<file path="src/rtl/siaa_pkg.sv">
// Shared types and instruction-field constants for the fetch path.
package siaa_pkg;

  typedef enum logic [1:0] {
    IDLE = 2'd0,
    RUN  = 2'd1,
    DONE = 2'd2
  } state_t;

  localparam int INST_W      = 9;
  localparam int OP_TYPE_BIT = 8;
  localparam logic [2:0] OP_TERM = 3'd6;

  // Terminate is an I-type word (op_type bit set) carrying the terminate opcode.
  function automatic logic is_terminate(input logic op_type, input logic [2:0] opcode);
    return op_type && (opcode == OP_TERM);
  endfunction

endpackage

</file>
<file path="src/rtl/fetch_unit_if.sv">
// Instruction-memory and control-decoder signals seen by the fetch unit.
interface fetch_unit_if #(
  parameter int PC_W = 10
);
  import siaa_pkg::*;

  logic [PC_W-1:0]   im_addr;
  logic [INST_W-1:0] im_data;
  logic [INST_W-1:0] inst;
  logic              inst_valid;
  logic              branch;
  logic              branch_taken;
  logic [PC_W-1:0]   target;

  // No handshake: im_data is a combinational read of im_addr, and inst is
  // meaningful only in cycles where inst_valid is 1.
  modport master (
    output im_addr, inst, inst_valid,
    input  im_data, branch, branch_taken, target
  );

  modport slave (
    input  im_addr, inst, inst_valid,
    output im_data, branch, branch_taken, target
  );

endinterface

</file>
<file path="src/rtl/fetch_unit_pc_reg.sv">
// Program counter register: load beats increment, otherwise hold.
module pc_reg #(
  parameter int PC_W       = 10,
  parameter int START_ADDR = 0
) (
  input  logic            clk,
  input  logic            rst_n,
  input  logic            load,
  input  logic [PC_W-1:0] load_val,
  input  logic            inc,
  output logic [PC_W-1:0] pc
);

  always_ff @(posedge clk) begin
    if (!rst_n) begin
      pc <= PC_W'(START_ADDR);
    end else if (load) begin
      pc <= load_val;
    end else if (inc) begin
      pc <= pc + 1'b1;
    end
  end

endmodule

</file>
<file path="src/rtl/fetch_unit.sv">
// Fetch sequencer: IDLE/RUN/DONE FSM, PC steering and saturating RUN-cycle counter.
module fetch_unit
  import siaa_pkg::*;
#(
  parameter int PC_W       = 10,
  parameter int START_ADDR = 0,
  parameter int CNT_W      = 16
) (
  input  logic              clk,
  input  logic              rst_n,
  input  logic              start,
  input  logic              stall,
  output logic              done,
  output logic [CNT_W-1:0]  cycle_count,
  output state_t            fsm_state,
  fetch_unit_if.master      bus
);

  state_t          state, state_nxt;
  logic [PC_W-1:0] pc;
  logic            pc_load;
  logic [PC_W-1:0] pc_load_val;
  logic            pc_inc;
  logic            cnt_clear;
  logic            term;

  pc_reg #(
    .PC_W       (PC_W),
    .START_ADDR (START_ADDR)
  ) u_pc_reg (
    .clk      (clk),
    .rst_n    (rst_n),
    .load     (pc_load),
    .load_val (pc_load_val),
    .inc      (pc_inc),
    .pc       (pc)
  );

  always_ff @(posedge clk) begin
    if (!rst_n) begin
      state <= IDLE;
    end else begin
      state <= state_nxt;
    end
  end

  always_ff @(posedge clk) begin
    if (!rst_n || cnt_clear) begin
      cycle_count <= '0;
    end else if (state == RUN && cycle_count != {CNT_W{1'b1}}) begin
      cycle_count <= cycle_count + 1'b1;
    end
  end

  // Outputs depend only on registered state and im_data, never on start/stall.
  assign bus.im_addr    = pc;
  assign bus.inst_valid = (state == RUN);
  assign bus.inst       = (state == RUN) ? bus.im_data : '0;
  assign done           = (state == DONE);
  assign fsm_state      = state;
  assign term           = is_terminate(bus.inst[OP_TYPE_BIT], bus.inst[2:0]);

  always_comb begin
    state_nxt   = state;
    pc_load     = 1'b0;
    pc_load_val = PC_W'(START_ADDR);
    pc_inc      = 1'b0;
    cnt_clear   = 1'b0;
    unique case (state)
      IDLE, DONE: begin
        if (start) begin
          state_nxt = RUN;
          pc_load   = 1'b1;
          cnt_clear = 1'b1;
        end
      end
      RUN: begin
        if (stall) begin
          state_nxt = RUN;
        end else if (term) begin
          state_nxt = DONE;
        end else if (bus.branch && bus.branch_taken) begin
          pc_load     = 1'b1;
          pc_load_val = bus.target;
        end else begin
          pc_inc = 1'b1;
        end
      end
      default: state_nxt = IDLE;
    endcase
  end

endmodule

</file>
<file path="src/flat_wrapper.sv">
// flat-port wrapper written by rule: the top's interface ports become plain ports
module fetch_unit_flat import siaa_pkg::*;
#(
  parameter int PC_W       = 10,
  parameter int START_ADDR = 0,
  parameter int CNT_W      = 16
)
  (clk, rst_n, start, stall, done, cycle_count, fsm_state, bus_im_addr, bus_inst, bus_inst_valid, bus_im_data, bus_branch, bus_branch_taken, bus_target);
  fetch_unit_if #(.PC_W(PC_W)) bus_i ();
  input  logic clk;
  input  logic rst_n;
  input  logic start;
  input  logic stall;
  output logic done;
  output logic [CNT_W-1:0] cycle_count;
  output state_t fsm_state;
  output wire logic [$bits(bus_i.im_addr)-1:0] bus_im_addr;
  output wire logic [$bits(bus_i.inst)-1:0] bus_inst;
  output wire logic [$bits(bus_i.inst_valid)-1:0] bus_inst_valid;
  input wire logic [$bits(bus_i.im_data)-1:0] bus_im_data;
  input wire logic [$bits(bus_i.branch)-1:0] bus_branch;
  input wire logic [$bits(bus_i.branch_taken)-1:0] bus_branch_taken;
  input wire logic [$bits(bus_i.target)-1:0] bus_target;
  assign bus_im_addr = bus_i.im_addr;
  assign bus_inst = bus_i.inst;
  assign bus_inst_valid = bus_i.inst_valid;
  assign bus_i.im_data = bus_im_data;
  assign bus_i.branch = bus_branch;
  assign bus_i.branch_taken = bus_branch_taken;
  assign bus_i.target = bus_target;
  fetch_unit #(.PC_W(PC_W), .START_ADDR(START_ADDR), .CNT_W(CNT_W)) u_core (.clk(clk), .rst_n(rst_n), .start(start), .stall(stall), .done(done), .cycle_count(cycle_count), .fsm_state(fsm_state), .bus(bus_i));
endmodule
</file>
<file path="config.mk">
export PLATFORM = sky130hd
export DESIGN_NAME = fetch_unit_flat
export DESIGN_NICKNAME = d
export VERILOG_FILES = /design/src/rtl/siaa_pkg.sv /design/src/rtl/fetch_unit_if.sv /design/src/rtl/fetch_unit_pc_reg.sv /design/src/rtl/fetch_unit.sv /design/src/flat_wrapper.sv
export SDC_FILE = /design/constraint.sdc
export NUM_CORES = 1
export LEC_CHECK = 0
export ABC_CLOCK_PERIOD_IN_PS = 2100
export BUFFER_PORTS_ARGS = -buffer_cell sky130_fd_sc_hd__buf_2
export CAP_MARGIN = 5
export CORE_UTILIZATION = 45
export CTS_CLUSTER_DIAMETER = 150
export DETAILED_ROUTE_END_ITERATION = 10
export PLACE_DENSITY = 0.74
export REMOVE_ABC_BUFFERS = 1
export SETUP_SLACK_MARGIN = 0.15
export SYNTH_ARGS = -nofsm -noshare
export SYNTH_HDL_FRONTEND = slang
export SYNTH_SLANG_ARGS = --single-unit
</file>
<file path="constraint.sdc">
create_clock -name clk -period 2.1 [get_ports clk]
set_input_delay 0.105 -clock clk [delete_from_list [all_inputs] [get_ports clk]]
set_output_delay 0.105 -clock clk [all_outputs]
set_load 0.02 [all_outputs]
</file>
# == Yosys cells after proc, flatten, opt, wreduce, memory -nomap -nowiden ==
# Cells that the tools add are included.
# classes
add_sub_neg,2
eq_ne,6
muxes,21
n_reduce_logical,9
# ops
operator,n
10-bit two-way mux,6
"16-bit by 1-bit adder with 16-bit output, second input constant",1
"16-bit != test, second input constant",1
"10-bit by 1-bit adder with 10-bit output, second input constant",1
1-bit two-way mux,9
9-bit two-way mux,1
2-bit two-way mux,3
2-bit one-hot mux with 2 select lines,1
"3-bit == test, second input constant",1
1-bit logical AND,3
"3-bit by 2-bit != test with 1-bit output, second input constant",1
"2-bit by 1-bit == test with 1-bit output, second input constant",1
"2-bit == test, second input constant",1
2-bit zero test,1
"2-bit != test, second input constant",1
1-bit one-hot mux with 2 select lines,1
2-bit AND reduction,1
2-bit nonzero test,1
2-bit OR reduction,1
1-bit zero test,1
1-bit logical OR,1
# word_totals
regBits,28
output_inout_bits,39
wordCells,41

# == Depth between registers and ports, before layout ==
# depth
word_depth,9
ltp_mapped,6
mapped_depth_nobuf,5

# == Modules after synthesis ==
# From an unflattened synthesis, not the netlist that was laid out.
# hier_totals
hier_cells,203
hier_area_um2,1619.1
# by_module_without_submodules
module,instances,cells_per_inst,area_per_inst_um2,seq_area_each_um2
fetch_unit,1,138,1078.5,360.3
pc_reg,1,65,540.5,200.2

# == Worst setup path before layout ==
# Ideal clock, no wire load.
# synth_path
path_kind,register -> register
startpoint,register u_core.cycle_count[3]
endpoint,register u_core.cycle_count[12]
setup_ns,0.070
arrival_ns,1.562
slack_ns,0.468
path_stages_with_launch,5
path_cell_list,dfxtp_1 > nand3_1 > a311o_1 > or4_1 > a21oi_1
# synth_via
elab_chain_cells,2
elab_cells_between_ends,3
# synth_lines
item,line,rtl
"start, declared",fetch_unit.sv:14,"output logic [CNT_W-1:0] cycle_count,"
"start signal, assigned",fetch_unit.sv:51,cycle_count <= cycle_count + 1'b1;
"parallel branches: the longest is 2 deep, another holds 16-bit by 1-bit adder with 16-bit output",--,
# Parallel ways; which one is timed is not known.
# A chain may end at the register's enable or synchronous reset.

# == Worst setup path after layout ==
# layout_path
startpoint,"register u_core.state[0], in the netlist u_core.fsm_state[0]"
endpoint,register u_core.cycle_count[12]
# layout_via
elab_chain_cells,4
elab_cells_between_ends,7
# layout_lines
item,line,rtl
"start, declared",fetch_unit.sv:19,"state_t state, state_nxt;"
"start signal, assigned",fetch_unit.sv:43,state <= state_nxt;
2-bit == test / 2-bit zero test (equally long branches),fetch_unit.sv:69,unique case (state)
2-bit OR reduction,fetch_unit.sv:69,
1-bit two-way mux,fetch_unit.sv:69,
1-bit logical OR,fetch_unit.sv:48,if (!rst_n || cnt_clear) begin
# Several ways; a longest one is shown, not always the timed one.

==> qor.csv <==
metric,value,unit
highest net fanout along the worst path,14,
number of design rule violations left after detail routing,0,
width of the die,63.4,um
setup skew after layout,0.00643,ns
routed metal-1 wire length,1870,um
power per cell area,552,nW/um^2
final critical path time including I/O delays and setup,1.72,ns
total vias in the final route,1869,
synthesized cell area,1700,um^2
CP endpoint kind,flop,
part of the Yosys area used for sequential elements,0.331,
number of synthesized flops with an enable pin,0,
later-pin clock latency in the skew report,0.28,ns
pin count of the biggest net entering global routing,19,
remaining max-slew budget at the tightest pin,0.583,
wire length on met2,2170,um
kind of start point of the critical path,flop,
critical path data required time,2.32,ns
post-synth top area share,0.331,
Core ar.,3470,um^2
number of antenna-violating nets in the routed design,0,
Layout area overhead,25.3,%
num ports,64,
biggest area consumer among synthesized cells,dfxtp_1,
mean routed wirelength per cell,13.9,um
max reg flops,16,
result of the run,"finished, final reports clean",
Met3 Routed Length,279,um
CTS tree,yes,
DRT iter0 DRCs,140,
Total Routing Usage GR,0.224,
post-route setup TNS,0,ns
"flops & latches, synth",28,
area of the die,4020,um^2
Placement Rows,21,
Post-Route WL,4360,um
fill cell total of the finished layout,362,
number of hold violations in the final report,0,
startpoint-to-endpoint class of the critical path,flop to flop,
quantity of hold-fixing buffers added after cts,0,
fin nets,296,
max layer used,met4,
via count of the first global-routing pass,1649,
worst reg2reg path startpoint,u_core.fsm_state[0],
CP Capture Point,u_core.cycle_count[12],
Inserted Diodes,0,
Final Setup Violations,0,
share of synthesized flip-flops with an asynchronous set or reset,0,
Min-Delay Path Class,input pin to flop,
RSZ-0062 raised after global routing,no,
ranking of synthesized cells by area,"dfxtp_1 (33%), a21oi_1 (5.6%), o21ai_0 (5.0%), and2_1 (4.8%), nand4_1 (4.1%)",
"Distinct cells, synth",50,
clock root buffer,clkbuf_8,
clk slew on worst S/H paths,0.10,ns
weighted congestion reported at the end of routability-driven placement,0.823,
total gr overflow,0,
post-DR vias/cell,5.95,
worst reg2reg setup slack,0.38,ns
upper clock frequency limit,582,MHz
critical path's slowest cell,or4_1,
Synthesis Warnings,0,
number of standard cells after synthesis,207,
post-CTS setup-driven buffer insertion count,0,
"most common cell after layout, fill and taps aside",buf_2,
"leading cell types in the layout, fill and taps excluded","buf_2 (63), dfxtp_1 (28), a21oi_1 (19)",
standby leakage power,0.875,nW
biggest cell delay along the critical path,0.54,ns
worst voltage drop across the vdd grid,398,uV
clock buffer count from CTS,3,
crit share post-route,0.819,
Die H,63.4,um
Initial Utilization,0.489,
number of detailed-routing iterations run before antenna repair,5,
signal arrival time at the worst endpoint,1.94,ns
capturing point of the worst reg2reg path,u_core.cycle_count[12],
cell-by-cell trace of the critical path,"nand2b_4, inv_2, nand3_2, or4_1, a21oi_1",
half-perimeter wire length after detailed placement,3170,um
worst-case clock buffer depth,2,
utilization of the core after routing,0.613,
initial antenna violation count,0,
post-CTS sizing,0,
slew of the pin with the lowest slew margin,0.625,ns
fraction of layout instances using a drive strength above 1,0.299,
primary flip-flop cell chosen by synthesis mapping,dfxtp_1,
total clock sinks,28,
R2R depth,5,
Max-cap violations,0,
origin of the worst setup path,u_core.fsm_state[0],
global-route wire length before repair,7310,um
Post-Syn Area per Cell,8.19,um^2
Max H-tree Level,1,
Port Buf Inserts,63,
Slew Limit Fails,0,
## layout make-up
type	count	area, um^2	share of cell area
timing repair buffer	69	360	0.170
sequential	28	561	0.264
clock inverter	1	30.0	0.0141
multi-input combinational	165	1070	0.502
clock buffer	3	41.3	0.0194
tap	46	57.6	0.0271
inverter	2	7.51	0.00353
## report_power, final
group,switching (mW),internal [mW],total [mW]
combinational,0.108,0.0727,0.180
sequential,0.0172,0.543,0.560
clock,0.176,0.255,0.432
total,0.301,0.871,1.17
## metal layers
layer  global-route usage  up-vias
met5                    0        -
met4               0.0540        0
met3               0.0489        4
met2                0.396       70
met1                0.270      863
li1                     -      932
## worst max-delay path: cells and delay by family (launching register included)
kind / cells / cell delay (ns)
flip-flops: 1 / 0.51
buffers and inverters: 1 / 0.17
AO/OA/AOI/OAI: 1 / 0.15
AND/OR/NAND/NOR: 3 / 0.83
## synthesized netlist by cell type (3+ instances only)
cell type / n
dfxtp_1: 28
nor2b_1: 4
or4_1: 6
and2_1: 13
nor4_1: 4
o21ai_0: 17
nor3_1: 6
and3_1: 5
a21oi_1: 19
nand3_1: 11
nand4_1: 11
nand2_1: 10
o211ai_1: 5
o31ai_1: 9
or3_1: 7
clkbuf_1: 7
o21a_1: 3
## worst min path at each step
stage / from / to / slack (ns) / cells after the start
after floorplan: rst_n / u_core.fsm_state[1] / 0.22 / 1
after detailed placement: bus_target[0] / u_core.u_pc_reg.pc[0] / 0.35 / 3
after global placement: bus_target[0] / u_core.u_pc_reg.pc[0] / 0.34 / 3
final: bus_target[0] / u_core.u_pc_reg.pc[0] / 0.06 / 3
after CTS: bus_target[0] / u_core.u_pc_reg.pc[0] / 0.07 / 3
after global routing: bus_target[1] / u_core.u_pc_reg.pc[1] / 0.08 / 3
## per-stage QoR
step	cell area, um^2	std cells	hold WS [ns]	worst slack (ns)	total power [mW]
2_1_floorplan	1640	195	0.223	0.179	0.672
6_report	2120	314	0.0622	0.381	1.17
3_5_place_dp	2050	310	0.350	0.411	0.752
5_1_grt	2120	314	0.0819	0.253	1.22
4_1_cts	2120	314	0.0654	0.386	1.18
3_3_place_gp	2050	310	0.341	0.470	0.751
## cell families after synthesis
logic type,after synthesis,synth area share
simple gates,92,0.343
buf+inv,14,0.0398
mux,2,0.0118
compound gates,69,0.260
fa+ha+maj,2,0.0148
flops,28,0.331
Note: power is estimated with default switching activity, not from simulation.
